File: config.mk
export PLATFORM = sky130hd
export DESIGN_NAME = anubis_enc_round_ctrl
export DESIGN_NICKNAME = d
export VERILOG_FILES = /design/src/rtl/anubis_pkg.sv /design/src/rtl/anubis_gamma.sv /design/src/rtl/anubis_round_fn.sv /design/src/rtl/anubis_tau.sv /design/src/rtl/anubis_theta.sv /design/src/rtl/anubis_enc_round_ctrl.sv
export SDC_FILE = /design/constraint.sdc
export NUM_CORES = 2
export LEC_CHECK = 0
export ABC_AREA = 1
export CELL_PAD_IN_SITES_DETAIL_PLACEMENT = 1
export CELL_PAD_IN_SITES_GLOBAL_PLACEMENT = 1
export CORE_MARGIN = 8
export CORE_UTILIZATION = 36
export DETAILED_ROUTE_END_ITERATION = 16
export PLACE_DENSITY_LB_ADDON = 0.1
export SETUP_SLACK_MARGIN = 0.02
export SLEW_MARGIN = 20
export SYNTH_ARGS = -nofsm -noshare
export SYNTH_HDL_FRONTEND = slang
export SYNTH_SLANG_ARGS = --single-unit
File: constraint.sdc
create_clock -name clk -period 3.9 [get_ports clk]
set_input_delay 0.78 -clock clk [delete_from_list [all_inputs] [get_ports clk]]
set_output_delay 0.78 -clock clk [all_outputs]
set_load 0.02 [all_outputs]
File: src/rtl/anubis_pkg.sv
// Shared definitions for the Anubis-128 encryption slice.
//   ANUBIS_ROUNDS_128 : keyed rounds for a 128-bit key (8 + N, N = 4)
//   BLOCK_W           : cipher block width
//   fsm_t             : round controller states
//   block_t           : 128-bit state / key word, byte 0 at [127:120], row-major 4x4
//   gf_xtime          : multiply by x in GF(2^8) modulo x^8+x^4+x^3+x^2+1 (0x11D)
package anubis_pkg;

    localparam int ANUBIS_ROUNDS_128 = 12;
    localparam int BLOCK_W           = 128;

    typedef enum logic [1:0] {
        IDLE  = 2'd0,
        KEY0  = 2'd1,
        ROUND = 2'd2,
        DONE  = 2'd3
    } fsm_t;

    typedef logic [BLOCK_W-1:0] block_t;

    function automatic logic [7:0] gf_xtime(input logic [7:0] a);
        return {a[6:0], 1'b0} ^ (a[7] ? 8'h1d : 8'h00);
    endfunction

endpackage

File: src/rtl/anubis_gamma.sv
// Gamma layer: applies the Anubis 8-bit S-box to all 16 state bytes.
// The S-box is the mini-box composite: P|Q layer, bit mix, Q|P layer,
// bit mix, P|Q layer, where the bit mix swaps bits 1<->4 and 3<->6.
//   din  : state in
//   dout : substituted state
module anubis_gamma
    import anubis_pkg::*;
(
    input  block_t din,
    output block_t dout
);

    localparam logic [63:0] P_TBL = 64'h3fe0_54bc_da96_7821;
    localparam logic [63:0] Q_TBL = 64'h9e56_a23c_f04d_7b18;

    // Entry 0 sits in the top nibble, so the base index is 4*(15-x).
    function automatic logic [3:0] p_box(input logic [3:0] x);
        return P_TBL[{~x, 2'b00} +: 4];
    endfunction

    function automatic logic [3:0] q_box(input logic [3:0] x);
        return Q_TBL[{~x, 2'b00} +: 4];
    endfunction

    function automatic logic [7:0] bit_mix(input logic [7:0] c);
        return (c & 8'ha5) | ((c & 8'h0a) << 3) | ((c & 8'h50) >> 3);
    endfunction

    function automatic logic [7:0] sbox(input logic [7:0] x);
        logic [7:0] c;
        c = {p_box(x[7:4]), q_box(x[3:0])};
        c = bit_mix(c);
        c = {q_box(c[7:4]), p_box(c[3:0])};
        c = bit_mix(c);
        c = {p_box(c[7:4]), q_box(c[3:0])};
        return c;
    endfunction

    for (genvar i = 0; i < 16; i++) begin : g_byte
        assign dout[8*i +: 8] = sbox(din[8*i +: 8]);
    end

endmodule

File: src/rtl/anubis_round_fn.sv
// One Anubis round, purely combinational:
//   state_out = Sigma(Theta(Tau(Gamma(state_in))), rk), Theta skipped when last=1.
//   state_in  : current cipher state
//   rk        : round key for this round
//   last      : final round (no Theta)
//   state_out : next cipher state
module anubis_round_fn
    import anubis_pkg::*;
(
    input  block_t state_in,
    input  block_t rk,
    input  logic   last,
    output block_t state_out
);

    block_t g_st;
    block_t t_st;
    block_t th_st;

    anubis_gamma u_gamma (.din(state_in), .dout(g_st));
    anubis_tau   u_tau   (.din(g_st),     .dout(t_st));
    anubis_theta u_theta (.din(t_st),     .dout(th_st));

    assign state_out = (last ? t_st : th_st) ^ rk;

endmodule

File: src/rtl/anubis_tau.sv
// Tau layer: transposes the 4x4 byte matrix, out[r][c] = in[c][r].
//   din  : state in
//   dout : transposed state
module anubis_tau
    import anubis_pkg::*;
(
    input  block_t din,
    output block_t dout
);

    for (genvar r = 0; r < 4; r++) begin : g_row
        for (genvar c = 0; c < 4; c++) begin : g_col
            assign dout[8*(15-4*r-c) +: 8] = din[8*(15-4*c-r) +: 8];
        end
    end

endmodule

File: src/rtl/anubis_theta.sv
// Theta layer: each row vector is multiplied by the involutory
// Hadamard matrix H = had(01, 02, 04, 06) over GF(2^8),
// H[k][j] = h[k ^ j].
//   din  : state in
//   dout : diffused state
module anubis_theta
    import anubis_pkg::*;
(
    input  block_t din,
    output block_t dout
);

    function automatic logic [31:0] theta_row(input logic [31:0] w);
        logic [7:0] a  [4];
        logic [7:0] m2 [4];
        logic [7:0] m4 [4];
        logic [7:0] m6 [4];
        for (int k = 0; k < 4; k++) begin
            a[k]  = w[8*(3-k) +: 8];
            m2[k] = gf_xtime(a[k]);
            m4[k] = gf_xtime(m2[k]);
            m6[k] = m4[k] ^ m2[k];
        end
        return {a[0]  ^ m2[1] ^ m4[2] ^ m6[3],
                m2[0] ^ a[1]  ^ m6[2] ^ m4[3],
                m4[0] ^ m6[1] ^ a[2]  ^ m2[3],
                m6[0] ^ m4[1] ^ m2[2] ^ a[3]};
    endfunction

    for (genvar r = 0; r < 4; r++) begin : g_row
        assign dout[32*(3-r) +: 32] = theta_row(din[32*(3-r) +: 32]);
    end

endmodule

File: src/rtl/anubis_enc_round_ctrl.sv
// Iterative Anubis-128 encryption controller: one round per cycle,
// round keys fetched from the key schedule over rk_req/rk_valid.
//   clk, reset_n        : clock, asynchronous active-low reset
//   in_valid/in_ready   : plaintext handshake (ready only in IDLE)
//   in_data             : plaintext block
//   rk_req/rk_idx       : round key request and index 0..ROUNDS
//   rk_valid/rk_data    : round key delivery
//   out_valid/out_ready : ciphertext handshake
//   out_data            : ciphertext (the state register)
//   busy                : any state but IDLE
module anubis_enc_round_ctrl
    import anubis_pkg::*;
#(
    parameter int ROUNDS   = ANUBIS_ROUNDS_128,
    parameter int RK_IDX_W = 4
) (
    input  logic                clk,
    input  logic                reset_n,
    input  logic                in_valid,
    output logic                in_ready,
    input  logic [BLOCK_W-1:0]  in_data,
    output logic                rk_req,
    output logic [RK_IDX_W-1:0] rk_idx,
    input  logic                rk_valid,
    input  logic [BLOCK_W-1:0]  rk_data,
    output logic                out_valid,
    input  logic                out_ready,
    output logic [BLOCK_W-1:0]  out_data,
    output logic                busy
);

    localparam logic [RK_IDX_W-1:0] LAST_IDX = RK_IDX_W'(ROUNDS);

    fsm_t                fsm_p0;
    fsm_t                fsm_nxt;
    block_t              blk_p0;
    block_t              rf_out;
    logic [RK_IDX_W-1:0] cnt_p0;
    logic                last_rnd;

    // The counter stops at ROUNDS, so it never wraps.
    assign last_rnd = (cnt_p0 == LAST_IDX);

    anubis_round_fn u_round (
        .state_in  (blk_p0),
        .rk        (rk_data),
        .last      (last_rnd),
        .state_out (rf_out)
    );

    always_ff @(posedge clk or negedge reset_n) begin
        if (!reset_n) fsm_p0 <= IDLE;
        else          fsm_p0 <= fsm_nxt;
    end

    always_comb begin
        fsm_nxt = fsm_p0;
        case (fsm_p0)
            IDLE:    if (in_valid)             fsm_nxt = KEY0;
            KEY0:    if (rk_valid)             fsm_nxt = ROUND;
            ROUND:   if (rk_valid && last_rnd) fsm_nxt = DONE;
            DONE:    if (out_ready)            fsm_nxt = IDLE;
            default:                           fsm_nxt = IDLE;
        endcase
    end

    // Pure decodes of registered state: stable while waiting on rk_valid/out_ready.
    always_comb begin
        in_ready  = 1'b0;
        rk_req    = 1'b0;
        rk_idx    = '0;
        out_valid = 1'b0;
        busy      = 1'b1;
        case (fsm_p0)
            IDLE: begin
                in_ready = 1'b1;
                busy     = 1'b0;
            end
            KEY0:  rk_req = 1'b1;
            ROUND: begin
                rk_req = 1'b1;
                rk_idx = cnt_p0;
            end
            DONE:    out_valid = 1'b1;
            default: ;
        endcase
    end

    // State register / round counter: load, whitening with K0, then one round per key.
    always_ff @(posedge clk or negedge reset_n) begin
        if (!reset_n) begin
            blk_p0 <= '0;
            cnt_p0 <= '0;
        end else begin
            case (fsm_p0)
                IDLE: if (in_valid) begin
                    blk_p0 <= in_data;
                    cnt_p0 <= '0;
                end
                KEY0: if (rk_valid) begin
                    blk_p0 <= blk_p0 ^ rk_data;
                    cnt_p0 <= RK_IDX_W'(1);
                end
                ROUND: if (rk_valid) begin
                    blk_p0 <= rf_out;
                    if (!last_rnd) cnt_p0 <= cnt_p0 + RK_IDX_W'(1);
                end
                default: ;
            endcase
        end
    end

    assign out_data = blk_p0;

endmodule
**After elaboration in Yosys (flattened, before gate mapping)**

Index checks and enable logic that the tools add are counted.

- Flip-flop bits (word level): 134
- Input bits: 261
- Memory bits (read-only): 0
- Latch bits: 0
- Logic and storage cells: 427
- Memory bits (writable): 0
- Memories kept: 0
- Output and inout bits: 136

- Eq/ne operators: 10
- Multiply operators: 0
- Bitwise gates (word level): 258
- Add/subtract/negate cells: 1
- Shifts and indexed selects: 96
- Magnitude comparators: 0
- Muxes and demuxes: 52
- Div/mod/pow operators: 0
- Reductions and logical operators: 7

Operators with widths:

| operator | count |
|---|---|
| 64-bit by 7-bit indexed part select with 4-bit output (first input constant) | 96 |
| 8-bit XOR | 65 |
| 128-bit two-way mux | 4 |
| 4-bit inverter | 96 |
| 128-bit one-hot mux with 3 select lines | 1 |
| 8-bit by 4-bit OR with 8-bit output | 32 |
| 8-bit by 7-bit OR with 8-bit output | 32 |
| 128-bit XOR | 2 |
| 8-bit by 5-bit XOR with 8-bit output | 31 |
| 5-bit two-way mux | 32 |
| 4-bit two-way mux | 5 |
| 2-bit inequality test (second input constant) | 6 |
| 4-bit one-hot mux with 3 select lines | 1 |
| 2-bit two-way mux | 4 |
| 2-bit one-hot mux with 4 select lines | 1 |
| 4-bit AND reduction | 2 |
| 5-bit AND reduction | 1 |
| 4-bit by 1-bit adder with 4-bit output (second input constant) | 1 |
| 2-bit equality test (second input constant) | 2 |
| 4-bit equality test (second input constant) | 1 |
| 1-bit two-way mux | 4 |
| 3-bit nonzero test | 1 |
| 2-bit by 1-bit equality test with 1-bit output (second input constant) | 1 |
| 2-bit zero test | 1 |
| other kinds (2) | 2 |

**Depth between registers and ports, before layout**

- Depth after elaboration: 22
- Mapped depth: 36
- Mapped depth without buffers: 36

**Hierarchy**

A second synthesis with hierarchy kept.

- Cells, all modules: 7861
- Area, all modules: 42195.5 um^2

By module, submodules not included:

| module | area an instance (um^2) | cells each | sequential area each (um^2) | instances |
|---|---|---|---|---|
| anubis_gamma | 18806.8 | 3699 | 0.0 | 1 |
| anubis_enc_round_ctrl | 9611.7 | 1453 | 3353.2 | 1 |
| anubis_theta | 7201.9 | 1243 | 0.0 | 1 |
| anubis_round_fn | 5614.1 | 1338 | 0.0 | 1 |
| anubis_tau | 960.9 | 128 | 0.0 | 1 |

**Least setup slack after synthesis**

Ideal clock, no wire load.

- Kind: reg-to-reg
- From: register blk_p0[32] (netlist: out_data[32])
- To: register blk_p0[27] (netlist: out_data[27])
- Arrival time: 3.716 ns
- Stages on the path, launching flop included: 29
- Clock period less this slack: 3.832 ns
- Data required time: 3.784 ns
- Buffers on the path: 0
- Library setup time: 0.116 ns
- Slack: 0.068 ns
- Cell sequence: dfrtp_1 > inv_1 > ha_1 > inv_1 > nand2_1 > nand2_1 > o21ai_1 > ha_1 > o21ai_0 > nand3_1 > nand2_1 > ha_1 > nand3b_2 > o21a_1 > o21ai_4 > nand2_2 > nand2_1 > nand2_1 > nand2_1 > inv_2 > or2_1 > nand2_1 > nand2_1 > nand3_2 > nand2_1 > nand2_1 > nand3_1 > nand2_1 > nand2_1

- Word-level cells in the longest chain between the ends: 19
- Elaborated cells on any way between the ends: 24
- Classes of those cells: 5 x shift; 5 x mux; 14 x bitwise

RTL lines:

| element | RTL line | source |
|---|---|---|
| start: declaration | anubis_enc_round_ctrl.sv:36 | `block_t blk_p0;` |
| start signal: assignment | anubis_enc_round_ctrl.sv:97 | `blk_p0 <= in_data;` |
| start signal: assignment | anubis_enc_round_ctrl.sv:101 | `blk_p0 <= blk_p0 ^ rk_data;` |
| start signal: assignment | anubis_enc_round_ctrl.sv:105 | `blk_p0 <= rf_out;` |
| 4-bit inverter (*) | anubis_gamma.sv:22 | `return Q_TBL[{~x, 2'b00} +: 4];` |
| 64-bit by 7-bit indexed part select with 4-bit output (*) | anubis_gamma.sv:22 |  |
| 8-bit by 7-bit OR with 8-bit output (*) | anubis_gamma.sv:26 | `return (c & 8'ha5) \| ((c & 8'h0a) << 3) \| ((c & 8'h50) >> 3);` |
| 8-bit by 4-bit OR with 8-bit output (*) | anubis_gamma.sv:26 |  |
| 4-bit inverter, on equally long branches | anubis_gamma.sv:18, anubis_gamma.sv:22 |  |
| 64-bit by 7-bit indexed part select with 4-bit output, on equally long branches | anubis_gamma.sv:18, anubis_gamma.sv:22 |  |
| 8-bit by 7-bit OR with 8-bit output | anubis_gamma.sv:26 |  |
| 8-bit by 4-bit OR with 8-bit output (*) | anubis_gamma.sv:26 |  |
| 4-bit inverter | anubis_gamma.sv:18 | `return P_TBL[{~x, 2'b00} +: 4];` |
| 64-bit by 7-bit indexed part select with 4-bit output | anubis_gamma.sv:18 |  |
| 5-bit two-way mux / 8-bit by 5-bit XOR with 8-bit output (equally long branches) | anubis_pkg.sv:22 | `return {a[6:0], 1'b0} ^ (a[7] ? 8'h1d : 8'h00);` |
| 8-bit by 5-bit XOR with 8-bit output (*) (2 in a row) | anubis_pkg.sv:22 |  |
| 8-bit XOR (*) (2 in a row) | anubis_theta.sv:24 | `return {a[0] ^ m2[1] ^ m4[2] ^ m6[3],` |
| 128-bit two-way mux (*) | anubis_round_fn.sv:24 | `assign state_out = (last ? t_st : th_st) ^ rk;` |
| 128-bit XOR (*) | anubis_round_fn.sv:24 |  |
| 128-bit two-way mux (*) | anubis_enc_round_ctrl.sv:104 | `ROUND: if (rk_valid) begin` |
| 128-bit one-hot mux with 3 select lines (*) | anubis_enc_round_ctrl.sv:95 | `case (fsm_p0)` |

Every way passes the cells marked *; elsewhere a longest branch is shown, timed or not. The select of a mux whose other input is x is not followed.
A chain may end at the register's enable or synchronous reset.

**Final worst setup path**

- From: register blk_p0[96] (netlist: out_data[96])
- To: register blk_p0[31] (netlist: out_data[31])

- Word-level cells in the longest chain between the ends: 17
- Elaborated cells on any way between the ends: 19
- Classes of those cells: 4 x shift; 3 x mux; 12 x bitwise

RTL lines:

| element | RTL line |
|---|---|
| 4-bit inverter (*) | anubis_gamma.sv:22 |
| 64-bit by 7-bit indexed part select with 4-bit output (*) | anubis_gamma.sv:22 |
| 8-bit by 7-bit OR with 8-bit output (*) | anubis_gamma.sv:26 |
| 8-bit by 4-bit OR with 8-bit output (*) | anubis_gamma.sv:26 |
| 4-bit inverter, on equally long branches | anubis_gamma.sv:18, anubis_gamma.sv:22 |
| 64-bit by 7-bit indexed part select with 4-bit output, on equally long branches | anubis_gamma.sv:18, anubis_gamma.sv:22 |
| 8-bit by 7-bit OR with 8-bit output (*) | anubis_gamma.sv:26 |
| 8-bit by 4-bit OR with 8-bit output (*) | anubis_gamma.sv:26 |
| 4-bit inverter (*) | anubis_gamma.sv:18 |
| 64-bit by 7-bit indexed part select with 4-bit output (*) | anubis_gamma.sv:18 |
| 8-bit XOR (3 in a row) | anubis_theta.sv:24 |
| 128-bit two-way mux (*) | anubis_round_fn.sv:24 |
| 128-bit XOR (*) | anubis_round_fn.sv:24 |
| 128-bit two-way mux (*) | anubis_enc_round_ctrl.sv:104 |
| 128-bit one-hot mux with 3 select lines (*) | anubis_enc_round_ctrl.sv:95 |

Marks and branches as above.

==> run_results.csv <==
group,metric,value,unit
outcome,result_of_the_run,"complete, but fails checks",
outcome,violations_in_the_final_reports,"negative setup slack",
setup_path,rr_startpoint,"out_data[96]",
setup_path,worst_setup_path_startpoint,"out_data[96]",
cts,worst_skew_pair.late_latency,610,ps
yosys,postSynthNetCount,7555,
setup_path,cell_depth_of_the_worst_flop_to_flop_path,28,
yosys,post_synth_xor_area_fraction,7.681,%
setup_path,crit_path_top_delay_cell,"xnor2_1",
detailed_routing,detail_route.wirelength,260200,um
detailed_routing,drt_first_pass_iters,5,
job,maxCapViolations,0,
sta,slew_at_the_pin_closest_to_its_max_slew_limit,1095,ps
setup_path,critical_path.most_common_cell,"nand2_2",
setup_path,crit_family,"simple AND/OR/NAND/NOR gates",
sta,max_clock_freq,216.0,MHz
placement,placement.setup.worst_slack,-468.8,ps
sta,period_needed,4629,ps
setup_path,cp.buffers_inverters,5,
sta,finalCritPeriodShare,118.7,%
global_routing,largest_net_degree_at_the_start_of_global_routing,119,
sta,setup_viol,127,
setup_path,critical_path.reg2reg.endpoint,"out_data[31]",
yosys,muxShareOfSynthArea,0,%
detailed_routing,post_drt_wl_per_cell,26.03,um
final_layout,area_growth_syn_to_layout,73.72,%
cts,clock-root-buffer,"clkbuf_16",
yosys,main_combinational_cell_family_by_area_after_synthesis,"simple AND/OR/NAND/NOR gates",
cts,cts_buffer_depth,2,
sta,max-slew-margin-rel,26.25,%
detailed_routing,via_count,59499,
final_layout,share_of_cells_above_drive_strength_1,43.38,%
detailed_routing,viasPerCell,5.953,
setup_path,crit_path_largest_cell_delay,670,ps
setup_path,arrival,5090,ps
setup_path,reg2reg_setup_slack,-730,ps
yosys,synthesis.area,37300,um2
floorplan,placementRows,118,
yosys,synth-adder-area-share,11.50,%
setup_path,setup.worst_path.class,"flip-flop to flip-flop",
final_layout,layout.cells.most_common_list,"nand2_1, buf_4, nand2_2",
floorplan,die-width,337.9,um
floorplan,boundaryPins,397,
final_layout,filler_cell_count,13397,
placement,final_estimated_routing_congestion_in_global_placement,0.9416,
setup_path,crit_required,4360,ps
final_layout,final_common_cell,"nand2_1",
yosys,ys_ff_latch,134,
global_routing,global_route_wire_length_before_repair,281500,um
detailed_routing,dr.first_iter.drc_count,4933,
yosys,synth-main-ff-cell,"dfrtp_1",
worst_hold_path,hp-class,"input port to async pin",
setup_path,crit_path_end_kind,"flip-flop",
floorplan,core_region_area,103200,um2
sta,finalMaxSlewViolations,0,
global_routing,grt_use_total,30.49,%
cts,cts-buffers-inserted,17,
cts,ctsHoldBuffers,0,
sta,skew,44.05,ps
global_routing,grt-ovfl-total,0,
yosys,synth-seq-area-share,8.989,%
final_layout,utilization,62.80,%
yosys,async_flop_share,100.0,%
yosys,synth-warning-count,0,
cts,cts_tree,"done",
setup_path,crit_path_max_fanout,8,
floorplan,die-area,114200,um2
yosys,synth-compound-area-share,9.009,%
global_routing,antenna_violations_before_repair,10,
yosys,post_synth.cell_area_avg,5.367,um2
floorplan,floorplan.die.height,337.9,um
floorplan,initial_utilization,36.15,%
yosys,synthSimpleGateAreaFrac,53.57,%
placement,place_hpwl,145100,um
global_routing,number_of_global_route_vias_before_repair,52238,
sta,postLayoutSetupSlackWorst,-729.5,ps
cts,htree_levels,4,
setup_path,critPathLaunchType,"flip-flop",
final_layout,final_nets,9200,
cts,numClockSinks,134,
yosys,synth.distinct_cells,52,
detailed_routing,antenna_violating_nets_post_route,0,
sta,rsz0062_at_grt,"true",
yosys,number_of_enable_flip_flop_cells_after_synthesis,0,
cts,clk_transition_reported_paths,110,ps
detailed_routing,drc_viols,0,
sta,finalHoldViolCount,0,
yosys,postSynthCellCount,6951,
placement,io_buf_count,396,
## worst reg2reg max path, delay by kind of cell, from the launching register on
kind            cells  cell delay (ps)
compound gates      1              100
xor+xnor            3             1020
fa+ha+maj           3              580
buf+inv             5              600
flops               1              470
simple gates       16             1700
## Yosys cell counts (6+ instances only)
cell type / number / area [um2]
inv_1: 582 / 2185
inv_4: 6 / 37.54
nand3b_1: 70 / 525.5
buf_4: 29 / 217.7
nand4_1: 27 / 168.9
nor2_2: 9 / 56.30
o21a_1: 7 / 52.55
inv_2: 136 / 510.5
xnor2_1: 82 / 718.2
nand2_4: 14 / 157.7
a21oi_2: 6 / 52.55
nand3_1: 889 / 4449
o21ai_1: 92 / 460.4
o21ai_0: 165 / 825.8
o22ai_1: 55 / 344.1
o21ai_4: 15 / 244.0
xor2_1: 190 / 1664
a22oi_1: 15 / 112.6
nand3_2: 24 / 240.2
nand2_1: 3167 / 11890
nand2_2: 106 / 663.1
buf_1: 9 / 33.78
ha_1: 343 / 4292
buf_2: 26 / 130.1
xor2_2: 19 / 309.1
a21oi_1: 73 / 365.4
o21bai_1: 9 / 67.56
o211ai_1: 32 / 240.2
dfrtp_1: 134 / 3353
xnor2_2: 9 / 146.4
o21ai_2: 52 / 455.4
clkbuf_1: 79 / 296.5
nor2_1: 430 / 1614
or2_1: 20 / 125.1
## repair_timing
action	CTS	global route
endpoints found under the setup margin	123	128
setup buffers	94	307
cloned	1	3
gates resized for setup	478	2222
pin swaps	175	983
## how the worst max path moves through the flow
stage	to	cells past startpoint
after floorplan	out_data[27]	28
after global placement	out_data[17]	26
after detailed placement	out_data[17]	27
after CTS	out_data[17]	28
after global routing	out_data[31]	28
final	out_data[31]	28
## metrics by stage
stage          setup TNS (ps)  cell area, um2  std cells  hold WS [ps]
6_report               -33550           64810       9994         189.8
5_1_grt                -46280           64790       9988         217.8
4_1_cts                -31.43           53260       9693         209.3
3_5_place_dp           -14930           49990       9567         527.4
3_3_place_gp            -3818           49990       9567         530.0
2_1_floorplan               0           37300       6951         484.4
## sequential cells by signal, indices dropped and copies added (netlist names)
signal,count
out_data,128
fsm_p0,2
cnt_p0,4
## kinds of logic (layout without fill, tap and decap cells)
kind of cell,after synthesis,after routing
compound gates,532,532
xor+xnor,301,301
fa+ha+maj,343,343
buf+inv,873,2526
flops,134,134
other cells,0,6
simple gates,4768,4772
## metal layers
| layer | wire [um] | up-vias | global-route usage, % |
|---|---|---|---|
| met1 | 93050 | 29086 | 38.17 |
| met4 | 22960 | 8 | 11.16 |
| met3 | 22420 | 1541 | 4.090 |
| met5 | 86 | - | 0 |
| met2 | 121700 | 3656 | 53.19 |
| li1 | - | 25208 | - |
## area by class of cell
cell class | instances | area, um2 | share of cell area, %
sequential | 134 | 3390 | 5.230
inverter | 727 | 2836 | 4.377
tap | 1380 | 1727 | 2.664
clock buffer | 22 | 474.2 | 0.7317
multi-input combinational | 5948 | 40820 | 62.99
clock inverter | 9 | 148.9 | 0.2297
timing repair buffer | 1768 | 15390 | 23.75
antenna | 6 | 15.01 | 0.02317
Power is not shown: default switching activity piles up to over one toggle a cycle in this logic, so the estimate is an artifact.
